--- src/rtl/vga_controller.sv ---
`timescale 1ns/1ps
// 800x600@60 VGA timing generator that renders the tic-tac-toe board from a latched copy of the
// game state. All four outputs are registered from the same counter state, so they stay aligned.
module vga_controller #(
  parameter int H_VIS  = 800,
  parameter int H_FP   = 40,
  parameter int H_SYNC = 128,
  parameter int H_BP   = 88,
  parameter int V_VIS  = 600,
  parameter int V_FP   = 1,
  parameter int V_SYNC = 4,
  parameter int V_BP   = 23
) (
  input  logic        CLK,
  input  logic        RESET,
  input  logic [35:0] CONTROL_ARRAY,
  output logic        PIXEL_VALUE,
  output logic        PIXEL_VALID,
  output logic        HSYNC,
  output logic        VSYNC
);

  localparam int H_TOT = H_VIS + H_FP + H_SYNC + H_BP;
  localparam int V_TOT = V_VIS + V_FP + V_SYNC + V_BP;

  localparam logic [10:0] H_LAST   = 11'(H_TOT - 1);
  localparam logic [10:0] H_VIS_W  = 11'(H_VIS);
  localparam logic [10:0] HS_START = 11'(H_VIS + H_FP);
  localparam logic [10:0] HS_END   = 11'(H_VIS + H_FP + H_SYNC - 1);
  localparam logic [9:0]  V_LAST   = 10'(V_TOT - 1);
  localparam logic [9:0]  V_VIS_W  = 10'(V_VIS);
  localparam logic [9:0]  VS_START = 10'(V_VIS + V_FP);
  localparam logic [9:0]  VS_END   = 10'(V_VIS + V_FP + V_SYNC - 1);

  localparam logic [10:0] BOARD_X0  = 11'd130;
  localparam logic [10:0] BOARD_X1  = 11'd670;
  localparam logic [9:0]  BOARD_Y0  = 10'd30;
  localparam logic [9:0]  BOARD_Y1  = 10'd570;
  localparam logic [7:0]  CELL_LAST = 8'd179;

  logic [10:0] r_h;
  logic [9:0]  r_v;
  logic [35:0] r_board;

  logic [10:0] w_bx;
  logic [9:0]  w_by;
  logic [1:0]  w_col;
  logic [1:0]  w_row;
  logic [7:0]  w_lx;
  logic [7:0]  w_ly;
  logic [3:0]  w_idx;
  logic [3:0]  w_code;
  logic [3:0]  w_cells [9];

  logic        w_visible;
  logic        w_hs;
  logic        w_vs;
  logic        w_in_board;
  logic        w_grid;
  logic        w_x_box;
  logic        w_x_shape;
  logic        w_ring;
  logic        w_cursor;
  logic        w_fill;
  logic        w_pixel;

  logic [7:0]  w_adiff;
  logic [8:0]  w_sum;
  logic [8:0]  w_asum;
  logic [7:0]  w_ox;
  logic [7:0]  w_oy;
  logic [15:0] w_r2;
  logic [7:0]  w_ex;
  logic [7:0]  w_ey;
  logic [7:0]  w_edge;

  // Raster counters
  always_ff @(posedge CLK or negedge RESET) begin
    if (!RESET) begin
      r_h <= '0;
      r_v <= '0;
    end else if (r_h == H_LAST) begin
      r_h <= '0;
      r_v <= (r_v == V_LAST) ? '0 : r_v + 10'd1;
    end else begin
      r_h <= r_h + 11'd1;
    end
  end

  // Board state is captured once per frame at the start of vertical blanking, so a frame never tears
  always_ff @(posedge CLK or negedge RESET) begin
    if (!RESET) begin
      r_board <= '0;
    end else if (r_h == 11'd0 && r_v == V_VIS_W) begin
      r_board <= CONTROL_ARRAY;
    end
  end

  for (genvar gi = 0; gi < 9; gi++) begin : g_cells
    assign w_cells[gi] = r_board[4*gi +: 4];
  end

  assign w_visible  = (r_h < H_VIS_W) && (r_v < V_VIS_W);
  assign w_hs       = (r_h >= HS_START) && (r_h <= HS_END);
  assign w_vs       = (r_v >= VS_START) && (r_v <= VS_END);
  assign w_in_board = (r_h >= BOARD_X0) && (r_h < BOARD_X1) &&
                      (r_v >= BOARD_Y0) && (r_v < BOARD_Y1);

  assign w_bx = r_h - BOARD_X0;
  assign w_by = r_v - BOARD_Y0;

  always_comb begin
    w_col = 2'd0;
    w_lx  = 8'(w_bx);
    if (w_bx >= 11'd360) begin
      w_col = 2'd2;
      w_lx  = 8'(w_bx - 11'd360);
    end else if (w_bx >= 11'd180) begin
      w_col = 2'd1;
      w_lx  = 8'(w_bx - 11'd180);
    end
  end

  always_comb begin
    w_row = 2'd0;
    w_ly  = 8'(w_by);
    if (w_by >= 10'd360) begin
      w_row = 2'd2;
      w_ly  = 8'(w_by - 10'd360);
    end else if (w_by >= 10'd180) begin
      w_row = 2'd1;
      w_ly  = 8'(w_by - 10'd180);
    end
  end

  assign w_idx  = {2'b00, w_row} * 4'd3 + {2'b00, w_col};
  assign w_code = w_cells[w_idx];

  assign w_grid = (w_lx < 8'd4) || (w_lx >= 8'd176) || (w_ly < 8'd4) || (w_ly >= 8'd176);

  // X: two diagonal bands clipped to a 140x140 box
  assign w_x_box   = (w_lx >= 8'd20) && (w_lx <= 8'd159) && (w_ly >= 8'd20) && (w_ly <= 8'd159);
  assign w_adiff   = (w_lx >= w_ly) ? (w_lx - w_ly) : (w_ly - w_lx);
  assign w_sum     = {1'b0, w_lx} + {1'b0, w_ly};
  assign w_asum    = (w_sum >= 9'd179) ? (w_sum - 9'd179) : (9'd179 - w_sum);
  assign w_x_shape = w_x_box && ((w_adiff < 8'd6) || (w_asum < 9'd6));

  assign w_ox   = (w_lx >= 8'd90) ? (w_lx - 8'd90) : (8'd90 - w_lx);
  assign w_oy   = (w_ly >= 8'd90) ? (w_ly - 8'd90) : (8'd90 - w_ly);
  assign w_r2   = {8'd0, w_ox} * {8'd0, w_ox} + {8'd0, w_oy} * {8'd0, w_oy};
  assign w_ring = (w_r2 >= 16'd2500) && (w_r2 < 16'd3844);

  assign w_ex     = (w_lx < (CELL_LAST - w_lx)) ? w_lx : (CELL_LAST - w_lx);
  assign w_ey     = (w_ly < (CELL_LAST - w_ly)) ? w_ly : (CELL_LAST - w_ly);
  assign w_edge   = (w_ex < w_ey) ? w_ex : w_ey;
  assign w_cursor = w_code[3] && (w_edge >= 8'd8) && (w_edge <= 8'd13);

  assign w_fill  = ((w_code[1:0] == 2'd1) && w_x_shape) ||
                   ((w_code[1:0] == 2'd2) && w_ring) ||
                   w_cursor;
  // Highlight inverts only the cell interior; grid lines stay solid
  assign w_pixel = w_visible && w_in_board && (w_grid || (w_fill ^ w_code[2]));

  always_ff @(posedge CLK or negedge RESET) begin
    if (!RESET) begin
      PIXEL_VALUE <= 1'b0;
      PIXEL_VALID <= 1'b0;
      HSYNC       <= 1'b0;
      VSYNC       <= 1'b0;
    end else begin
      PIXEL_VALUE <= w_pixel;
      PIXEL_VALID <= w_visible;
      HSYNC       <= w_hs;
      VSYNC       <= w_vs;
    end
  end

endmodule

--- config.mk ---
export PLATFORM = sky130hd
export DESIGN_NAME = vga_controller
export DESIGN_NICKNAME = d
export VERILOG_FILES = /design/src/rtl/vga_controller.sv
export SDC_FILE = /design/constraint.sdc
export NUM_CORES = 1
export LEC_CHECK = 0
export ABC_CLOCK_PERIOD_IN_PS = 10620
export CORE_MARGIN = 2
export CORE_UTILIZATION = 45
export CTS_BUF_LIST = sky130_fd_sc_hd__clkbuf_4
export CTS_CLUSTER_SIZE = 12
export DETAILED_ROUTE_END_ITERATION = 16
export GPL_TIMING_DRIVEN = 0
export SYNTH_ARGS = -nofsm -noshare
export SYNTH_HDL_FRONTEND = slang
export SYNTH_SLANG_ARGS = --single-unit
--- constraint.sdc ---
create_clock -name CLK -period 10.62 [get_ports CLK]
set_input_delay 2.124 -clock CLK [delete_from_list [all_inputs] [get_ports CLK]]
set_output_delay 2.124 -clock CLK [all_outputs]
set_load 0.01 [all_outputs]
==> flow_metrics.tcl <==
set metrics [dict create \
    status "finished clean" \
    hold_end "r_board[5]" \
    synth_cell_types 92 \
    first_pass_iters 5 \
    grt_pass1_vias 9273 \
    async_flop_share_pct 100 \
    slew_headroom_pct 45.4 \
    clk_pin_slew_ns 0.10 \
    first_iter_violations 572 \
    core_um2 23500 \
    cts_hold_buf 0 \
    cellLeakagePower_nw 5.77 \
    drc 0 \
    synth_edf_count 0 \
    layout_commonest_cell "inv_1" \
    pre_cts_ws_ns -2.53 \
    vdd_drop_max_mv 0.0631 \
    ant_nets 0 \
    multi_input_area_um2 9110 \
    cp_slowest_stage_delay_ns 0.55 \
    cts_buffers 9 \
    power.density_nw_per_um2 31.1 \
    worstHoldPathCells 1 \
    synth_area_um2 10800 \
    io_pins 42 \
    fin_cells 1711 \
    report.final.slew_viol_count 0 \
    critPathCaptureType "flip-flop" \
    h-tree-depth 3 \
    fmax_mhz 97.6 \
    vias 9658 \
    fill_cells 2160 \
    path_class "reg2reg" \
    rows 56 \
    cp_slowest_cell "fa_1" \
    initial_core_util_pct 45.8 \
    grtUsageTotal_pct 23.4 \
    fp.dieW_um 159 \
    cp-start-kind "flip-flop" \
    stdcell_area_um2 13000 \
    gp_congestion 0.869 \
    syn_avg_cell_area_um2 8.50 \
    fin_hold_ws_ns 0.515 \
    fin_crit_ns 10.24 \
    hp-class "reg2reg" \
    fin_skew_ns 0.0122 \
    area_growth_pct 20.8 \
    grt_pass1_wl_um 46700 \
    reg2reg_depth 45 \
    finalPower_mw 0.404 \
    fin_nets 1634 \
    ys.flop_type "dfrtp_1" \
    grt_max_degree 34 \
    mostFrequentLayoutCells "134 x inv_1, 119 x ha_1, 94 x nor2_1" \
    placed_cell_area_um2 11600 \
    port_buffers 41 \
    cts-root-buf "clkbuf_4" \
    ys_seq_area_share_pct 14.2 \
    synth_nets 1512 \
    cts_max_path_buffers 2 \
    reg2reg_setup_slack_ns 0.38 \
    worst-path-max-fanout 9 \
    r2r_start "r_h[1]" \
    required_ns 10.88 \
    overflow 0 \
    utilization_pct 55.4 \
    hold_path.startpoint "r_board[5]" \
    yosysWarnings 0 \
    drv_cap 0 \
    via_per_inst 5.64 \
    dieArea_um2 25200 \
    synthesis.instances 1266 \
    die_h_um 159 \
    seq_area_um2 1530 \
    worstMarginPinSlew_ns 0.815 \
    cp_common_cell "fa_1" \
    dp_hpwl_um 22400 \
    finalHoldViolCount 0 \
    dp.cells 1627 \
    r2r_end "PIXEL_VALUE" \
    clock-sinks 61 \
    layout_setup_ws_ns 0.378 \
    setup_violations 0 \
    clkLatencyLatePin_ns 0.41 \
    crit_arrival_ns 10.50 \
    drive_gt1_share_pct 21.0 \
    fin_setup_tns_ns 0 \
    antenna_found_initial 1 \
    fin_crit_sh_pct 96.4 \
    drt-total-wl_um 29400 \
    wire_per_inst_um 17.2 \
    cts_tree "yes" \
    synth-seq-cells 61 \
]
## logic make-up after synthesis
group / share of synthesized area (%)
AND/OR/NAND/NOR: 16.7
AO/OA/AOI/OAI: 18.7
adder cells (fa/ha/maj): 29.6
buffers and inverters: 7.38
XOR/XNOR: 5.81
multiplexers: 7.63
flip-flops: 14.2
## repair_timing
item,4_1_cts,5_1_grt
resized for setup,78,86
setup buffers,27,43
gates cloned,0,1
pin swaps,16,44
endpoints found under the setup margin,1,1
## cells in the mapped netlist, drive strengths merged, types with 11 or more instances
library cell / instances / area share [%]
o211ai: 13 / 1.0
nand2b: 13 / 0.76
clkbuf: 34 / 1.2
dfrtp: 61 / 14
nand2: 84 / 2.9
xor2: 16 / 1.4
ha: 131 / 15
mux2: 40 / 4.2
nand4: 15 / 0.87
nor3: 31 / 1.6
and2: 19 / 1.1
xnor2: 51 / 4.2
fa: 77 / 14
buf: 20 / 0.92
o21bai: 11 / 0.77
o21ai: 67 / 3.1
inv: 149 / 5.2
a31oi: 18 / 1.0
a21o: 12 / 0.84
a21oi: 80 / 4.0
and3: 11 / 0.64
nor2b: 15 / 0.87
mux2i: 19 / 1.8
nor2: 102 / 3.7
nand3: 27 / 1.3
## where the power goes
part	switching (mW)	internal, mW	leakage, nW
Clock	0.0851	0.0679	0.0613
Combinational	0.00647	0.0124	4.88
Sequential	0	0.232	0.825
## worst max path at each step
stage	startpoint	endpoint	slack [ns]	cells after the start
6_report	r_h[1]	PIXEL_VALUE	0.38	45
3_3_place_gp	r_h[1]	PIXEL_VALUE	-2.51	48
3_5_place_dp	r_h[1]	PIXEL_VALUE	-2.53	48
4_1_cts	r_h[1]	PIXEL_VALUE	0.01	47
2_1_floorplan	r_h[1]	PIXEL_VALUE	0.04	50
5_1_grt	r_h[1]	PIXEL_VALUE	-0.03	49
## worst max-delay path: cells and delay by family (launching register included)
| kind | cells | cell delay, ns |
|---|---|---|
| buf+inv | 8 | 0.84 |
| compound gates | 16 | 2.64 |
| flops | 1 | 0.43 |
| mux | 1 | 0.23 |
| simple gates | 9 | 1.65 |
| fa+ha+maj | 9 | 3.82 |
| xor+xnor | 2 | 0.46 |
## sequential cells by signal, summed over array words and instances, names as in the netlist
register,cells
r_board,36
VSYNC,1
PIXEL_VALID,1
r_v,10
PIXEL_VALUE,1
r_h,11
HSYNC,1
## layout make-up
class	instances	area share, %
Antenna cell	1	0.0193
Multi-Input combinational cell	1001	70.1
Clock inverter	5	0.414
Clock buffer	9	0.520
Inverter	150	4.49
Tap cell	319	3.07
Buffer	52	2.03
Sequential cell	61	11.8
Timing Repair Buffer	113	7.57
## per-layer routing
| metal | vias up | global-route usage, % | share of wire [%] |
|---|---|---|---|
| li1 | 4680 | - | - |
| met1 | 4725 | 32.6 | 47 |
| met2 | 221 | 39.8 | 48 |
| met3 | 32 | 2.67 | 3.8 |
| met4 | 0 | 3.95 | 1.9 |
| met5 | - | 0 | 0 |
No activity file was read; power rests on OpenSTA's default activity.
